[config.mk]
export PLATFORM = sky130hd
export DESIGN_NAME = fifo_to_packet
export DESIGN_NICKNAME = d
export VERILOG_FILES = /design/src/rtl/fifo_to_packet_pkg.sv /design/src/rtl/fifo_to_packet.sv
export SDC_FILE = /design/constraint.sdc
export NUM_CORES = 1
export LEC_CHECK = 0
export CAP_MARGIN = 20
export CORE_MARGIN = 4
export CORE_UTILIZATION = 44
export DETAILED_ROUTE_END_ITERATION = 12
export PLACE_DENSITY = 0.75
export SYNTH_ARGS = -nofsm -noshare
export SYNTH_HDL_FRONTEND = slang
export SYNTH_SLANG_ARGS = --single-unit
export TNS_END_PERCENT = 30
[constraint.sdc]
create_clock -name iClk -period 1.75 [get_ports iClk]
set_input_delay 0.175 -clock iClk [delete_from_list [all_inputs] [get_ports iClk]]
set_output_delay 0.175 -clock iClk [all_outputs]
set_load 0.02 [all_outputs]
[src/rtl/fifo_to_packet_pkg.sv]
// Shared definitions for the FIFO packet writer/reader pair: FSM encoding and
// the counter-width helper.
package fifo_to_packet_pkg;

    typedef enum logic [1:0] {
        IDLE  = 2'd0,
        FILL  = 2'd1,
        HOLD  = 2'd2,
        ERROR = 2'd3
    } state_t;

    // Bits needed to count 0..maxVal, never less than one bit.
    function automatic int cntWidth(input int maxVal);
        return (maxVal < 1) ? 1 : $clog2(maxVal + 1);
    endfunction

endpackage

[src/rtl/fifo_to_packet.sv]
// Drains fixed-size words from a synchronous FIFO read port and assembles them,
// lowest word first, into one wide packet offered on a valid/ready interface.
module fifo_to_packet
    import fifo_to_packet_pkg::*;
#(
    parameter int pPacketSize    = 4,
    parameter int pFifoDataWidth = 1,
    parameter int pTimeout       = 256
) (
    input  logic                        iClk,
    input  logic                        iRst,
    output logic                        oRdEn,
    input  logic                        iRdEmpty,
    input  logic [8*pFifoDataWidth-1:0] iRdData,
    output logic [8*pPacketSize-1:0]    oPacketData,
    output logic                        oPacketValid,
    input  logic                        iPacketReady,
    output logic                        oErr,
    output logic [1:0]                  oState
);

    localparam int N  = pPacketSize / pFifoDataWidth;
    localparam int W  = 8 * pFifoDataWidth;
    localparam int P  = 8 * pPacketSize;
    localparam int CW = cntWidth(N);
    localparam int TW = cntWidth(pTimeout);

    state_t        state;
    state_t        stateNext;
    logic [CW-1:0] rIssued;
    logic [CW-1:0] rCap;
    logic          rRdValid;
    logic [TW-1:0] rIdleCnt;
    logic [P-1:0]  rPacketData;

    logic          rdEn;
    logic          lastCap;
    logic          idleCycle;
    logic          timeoutHit;
    logic          handshake;

    // Handshake: the packet transfers on any cycle with oPacketValid && iPacketReady;
    // oPacketValid never drops and oPacketData never changes until that transfer.
    always_comb begin
        rdEn       = ((state == IDLE) || (state == FILL)) && !iRdEmpty
                     && (rIssued < CW'(N)) && !iRst;
        lastCap    = rRdValid && (rCap == CW'(N - 1));
        idleCycle  = (state == FILL) && !rdEn && !rRdValid;
        timeoutHit = (pTimeout != 0) && idleCycle && (rIdleCnt == TW'(pTimeout - 1));
        handshake  = (state == HOLD) && iPacketReady;
        stateNext  = state;
        unique case (state)
            IDLE:    if (rdEn) stateNext = FILL;
            FILL: begin
                if (lastCap)         stateNext = HOLD;
                else if (timeoutHit) stateNext = ERROR;
            end
            HOLD:    if (handshake) stateNext = IDLE;
            ERROR:   stateNext = IDLE;
            default: stateNext = IDLE;
        endcase
    end

    always_ff @(posedge iClk) begin
        if (iRst) begin
            state       <= IDLE;
            rIssued     <= '0;
            rCap        <= '0;
            rRdValid    <= 1'b0;
            rPacketData <= '0;
        end else begin
            state    <= stateNext;
            rRdValid <= rdEn;
            if (state == ERROR) begin
                // Words already pulled from the FIFO are dropped, not rewound.
                rIssued     <= '0;
                rCap        <= '0;
                rPacketData <= '0;
            end else if (handshake) begin
                rIssued <= '0;
                rCap    <= '0;
            end else begin
                if (rdEn) begin
                    rIssued <= rIssued + CW'(1);
                end
                if (rRdValid) begin
                    rPacketData[int'(rCap)*W +: W] <= iRdData;
                    rCap                           <= rCap + CW'(1);
                end
            end
        end
    end

    // Counts FILL cycles with neither a read issued nor a word landing.
    always_ff @(posedge iClk) begin
        if (iRst || !idleCycle || timeoutHit) begin
            rIdleCnt <= '0;
        end else begin
            rIdleCnt <= rIdleCnt + TW'(1);
        end
    end

    assign oRdEn        = rdEn;
    assign oPacketData  = rPacketData;
    assign oPacketValid = (state == HOLD);
    assign oErr         = (state == ERROR);
    assign oState       = state;

endmodule

# Word level (Yosys, flattened, before mapping)
# Index checks and enable logic that the tools add are counted.
[word_totals]
ff_bits = 50
latchBits = 0
ram_bits = 0
romBits = 0
in_bits = 12
output_inout_bits = 37
elab_cells = 49
n_memories = 0
[op_classes]
n_addsub = 4
multipliers = 0
div = 0
order_cmp = 1
eq_ne = 8
n_shift = 2
muxes = 6
bitwise_logic = 1
reduce_logical = 21
[op_table]
columns = ["op", "count"]
rows = [
  ["negation 6 -> 33 bit", 1],
  ["variable shift 8 x 33 -> 32 bit (first input constant)", 1],
  ["variable part select 8 x 33 -> 32 bit", 1],
  ["bitwise mux 32 bit", 1],
  ["adder 9 x 1 -> 9 bit (second input constant)", 1],
  ["equality test 9 x 8 -> 1 bit (second input constant)", 1],
  ["logical AND 1 bit", 8],
  ["two-way mux 2 bit", 4],
  ["case mux 2 bit (4 select lines)", 1],
  ["adder 3 x 1 -> 3 bit (second input constant)", 2],
  ["logical NOT 1 bit", 5],
  ["equality test 2 bit (second input constant)", 2],
  ["equality test 3 x 2 -> 1 bit (second input constant)", 1],
  ["logical OR 1 bit", 3],
  ["< comparator 3 bit (second input constant)", 1],
  ["!= test 3 bit (second input constant)", 1],
  ["AND reduction 3 bit", 1],
  ["OR reduction 3 bit", 1],
  ["equality test 2 x 1 -> 1 bit (second input constant)", 1],
  ["logical NOT 2 bit", 1],
  ["!= test 2 x 1 -> 1 bit (second input constant)", 1],
  ["!= test 2 bit (second input constant)", 1],
  ["AND reduction 2 bit", 1],
  ["OR reduction 2 bit", 1],
  ["NOT 1 bit", 1],
]

# Depth between registers and ports, before layout
[depth]
depth_word = 12
ltp_mapped = 7
ltp_nobuf = 7

# Least setup slack after synthesis
# OpenSTA, ideal clock, no wires.
[synth_timing]
kind = "reg2reg"
from = "register rCap[0]"
to = "register rPacketData[0], in the netlist oPacketData[0]"
setup_ps = 72
arrival_ps = 1743
required_ps = 1678
setup_slack_ps = -64
stages_incl_launch_ff = 8
n_path_buf = 1
synth_period_minus_slack_ps = 1814
path_cell_list = "dfxtp_1 -> inv_1 -> ha_1 -> ha_1 -> nor4b_1 -> and4_1 -> buf_4 -> mux2i_1"
[synth_via]
elab_chain_len = 3
word_cells_on_any_way = 4
classes_between = "1 x add/sub; 2 x shift; 1 x mux"
[synth_lines]
columns = ["item", "line_no", "text"]
rows = [
  ["start, declared", "fifo_to_packet.sv:31", "logic [CW-1:0] rCap;"],
  ["start signal, assigned", "fifo_to_packet.sv:88", "rCap <= rCap + CW'(1);"],
  ["negation 6 -> 33 bit (*)", "fifo_to_packet.sv:87", "rPacketData[int'(rCap)*W +: W] <= iRdData;"],
  ["variable part select 8 x 33 -> 32 bit / variable shift 8 x 33 -> 32 bit (equally long branches)", "fifo_to_packet.sv:87", ""],
  ["bitwise mux 32 bit (*)", "fifo_to_packet.sv:87", ""],
  ["end signal, assigned by index", "fifo_to_packet.sv:87", ""],
  ["end, declared", "fifo_to_packet.sv:34", "logic [P-1:0] rPacketData;"],
]
# Every way passes the cells marked *; elsewhere a longest branch is shown, timed or not.
# A chain may end at the register's enable or synchronous reset.

# Final worst setup path
[layout_timing]
from = "register rCap[1]"
to = "register rPacketData[19], in the netlist oPacketData[19]"
# The elaborated chain is that of the path after synthesis.

==> run metrics <==
Syn Nets 225; worst slew pin tran 478 ps; leakage 0.00120 uW; DIE AREA 0.00587 mm^2; Remaining DRCs 0; GRT Residual Overflow 0; GRT Util Overall 15.8%; gpl congestion 0.772; worst hold-check path type reg -> reg; YS warnings 0; Seq. cell area 0.00101 mm^2; r2r setup slk 50 ps; slowest CP cell dfxtp_2; initial DRC count 48; row count 24; post-synthesis sequential area ratio 48.3%; area grow syn2layout 37.4%; CTS buffer count 5; total wire length 4440 um; Vias/cell 4.94; dpl ws -97.8 ps; htree depth 2; CP startpoint kind flop; post-synth cell types 34; worst path cell trace inv_2, ha_4, ha_4, and4b_2, o2111ai_4, mux2i_1; clock root buffer clkbuf_8; Synth Cell Area 0.00207 mm^2; die width 76.6 um; Filler Cells Inserted 362; Mean Syn Cell Area 10.1 um^2; Post-DP HPWL 3210 um; cells after synthesis 206; Post-Synth Simple-Gate Area 20.3%; commonest cells after routing, fill and taps aside 46 x clkdlybuf4s50_1, 46 x dfxtp_1, 43 x nand2_1; area fraction in compound gates after synthesis 5.55%; #FFs+latches synth 50; DRT antenna net count 0; Critical Path RT 1930 ps; router iterations before antenna repair 4; total power 2140 uW; Critical Path AT 1880 ps; most numerous cell on the critical path ha_4; Max-slew headroom 68.1%; Setup Viol. Count Final 0; slowest cell delay on critical path 350 ps; Crit. End Element flop; combinational family with the most area after synthesis simple AND/OR/NAND/NOR gates; antenna cells 0; fin crit share 97.2%; nets@finish 285; drt wl/cell 13.9 um; max-slew violations 0; share of cells above drive strength 1 14.6%; pin count of the biggest net entering global routing 41; input/output buffers 48; Max Root-Sink Buffers 2; vias in the first global route 1603; crit path time final 1700 ps; Layout Skew 8.31 ps; fmax 0.588 GHz; TritonCTS clock tree built; area occupied by multi-input gates 0.00106 mm^2; count of final hold-check violations 0; final worst slack 49.9 ps; status finished, final reports clean; I/O pins 49; global-route wire length before repair 7450 um; adder-cell area share of the yosys netlist 4.22%; mux share of post-synthesis cell area 16.4%; Clock Latency Late Sink 310 ps; worst vdd ir 0.000583 V; clock slew at reported path FFs 100 ps; Initial Util 46.6%; Power Dens Cells 750 mW/mm^2; CP max FO 8; smallest hold slack 450 ps; Max Cap Viol 0; Clock Sinks 50; kind of critical path reg -> reg; Die Y 76.6 um; RSZ-0062 raised after global routing false; Post-Layout Cell Count 319; core area 0.00444 mm^2; vias 1575; xor and xnor area share after synthesis 2.11%; dpl cells 311; initial antenna violation count 0
==> area by class of cell <==
| type | count | area share (%) |
|---|---|---|
| Timing Repair Buffer | 61 | 21.1 |
| Multi-Input combinational cell | 143 | 37.3 |
| Inverter | 5 | 0.659 |
| Clock buffer | 5 | 2.42 |
| Clock inverter | 3 | 0.922 |
| Sequential cell | 50 | 35.3 |
| Tap cell | 52 | 2.28 |
==> cell usage after synthesis <==
cell type | number | area [um^2]
o311ai_0 | 1 | 8.76
nand4_1 | 1 | 6.26
nand4_2 | 1 | 12.5
o21ai_0 | 5 | 25.0
nor3_1 | 2 | 10.0
nor2_1 | 13 | 48.8
and4_1 | 1 | 8.76
nor2b_1 | 3 | 18.8
and4b_1 | 1 | 10.0
o311ai_2 | 1 | 16.3
nand3_2 | 1 | 10.0
or3_1 | 3 | 18.8
nand4b_1 | 1 | 8.76
nand3_1 | 4 | 20.0
inv_1 | 5 | 18.8
buf_2 | 6 | 30.0
nor4b_1 | 1 | 8.76
and2_1 | 1 | 6.26
a211oi_1 | 1 | 7.51
buf_4 | 2 | 15.0
a21oi_1 | 5 | 25.0
xnor2_1 | 3 | 26.3
nand2_1 | 43 | 161
a31oi_1 | 1 | 6.26
nand2b_1 | 2 | 12.5
ha_1 | 7 | 87.6
dfxtp_1 | 50 | 1000
xor2_1 | 2 | 17.5
nand3b_4 | 1 | 20.0
nor4_1 | 1 | 6.26
nor3b_2 | 1 | 12.5
o2111ai_4 | 1 | 26.3
mux2i_1 | 34 | 340
nor4_4 | 1 | 21.3
==> layer usage <==
layer,wire length (um),vias to the layer above,GRT usage (%)
met4,122,0,8.33
met2,2170,27,26.4
met3,135,9,3.55
met1,2010,715,18.9
met5,0,-,0
li1,-,824,-
==> critical path, delay by kind of cell, from the launching register on <==
| family | cells | cell delay [ps] |
|---|---|---|
| AND/OR/NAND/NOR | 1 | 270 |
| buffers and inverters | 1 | 50 |
| flip-flops | 1 | 350 |
| multiplexers | 1 | 200 |
| AO/OA/AOI/OAI | 1 | 280 |
| adder cells (fa/ha/maj) | 2 | 440 |
==> repair_timing <==
action | in CTS | in global routing
cloned | 0 | 0
endpoints found under the setup margin | 27 | 26
pin swaps | 3 | 5
buffers inserted | 0 | 0
gates resized for setup | 7 | 7
hold buffers | 0 | 0
==> per-stage QoR <==
stage               setup TNS [ps]  utilization [%]  cell area (um^2)
floorplan                        0                -              2070
global placement                 0             60.8              2700
detailed placement           -1100             60.8              2700
CTS                              0             63.6              2830
global route                     0             64.1              2850
finish                           0             64.1              2850
==> worst paths after layout <==
check         startpoint              end  depth (start not counted)
max              rCap[1]  oPacketData[19]                          6
min reg2reg  rIdleCnt[0]      rIdleCnt[0]                          1
max reg2reg      rCap[1]  oPacketData[19]                          6
min          rIdleCnt[0]      rIdleCnt[0]                          1
==> flip-flops by register name (all words and copies together), names as in the netlist <==
name and cells:
rCap 3, rRdValid 1, rIdleCnt 9, rIssued 3, oPacketData 32, oState 2
==> report_power, final <==
| group | leakage (uW) | switching [uW] | total (uW) | internal, uW |
|---|---|---|---|---|
| combinational | 0.000742 | 120 | 250 | 130 |
| clock | 0.0000495 | 416 | 713 | 297 |
| sequential | 0.000406 | 15.6 | 1170 | 1160 |
| total | 0.00120 | 551 | 2140 | 1590 |
==> cell families after synthesis <==
| group | after synthesis |
|---|---|
| adder cells (fa/ha/maj) | 7 |
| buffers and inverters | 13 |
| flip-flops | 50 |
| XOR/XNOR | 5 |
| AND/OR/NAND/NOR | 82 |
| multiplexers | 34 |
| AO/OA/AOI/OAI | 15 |
No activity file was read; power rests on OpenSTA's default activity.
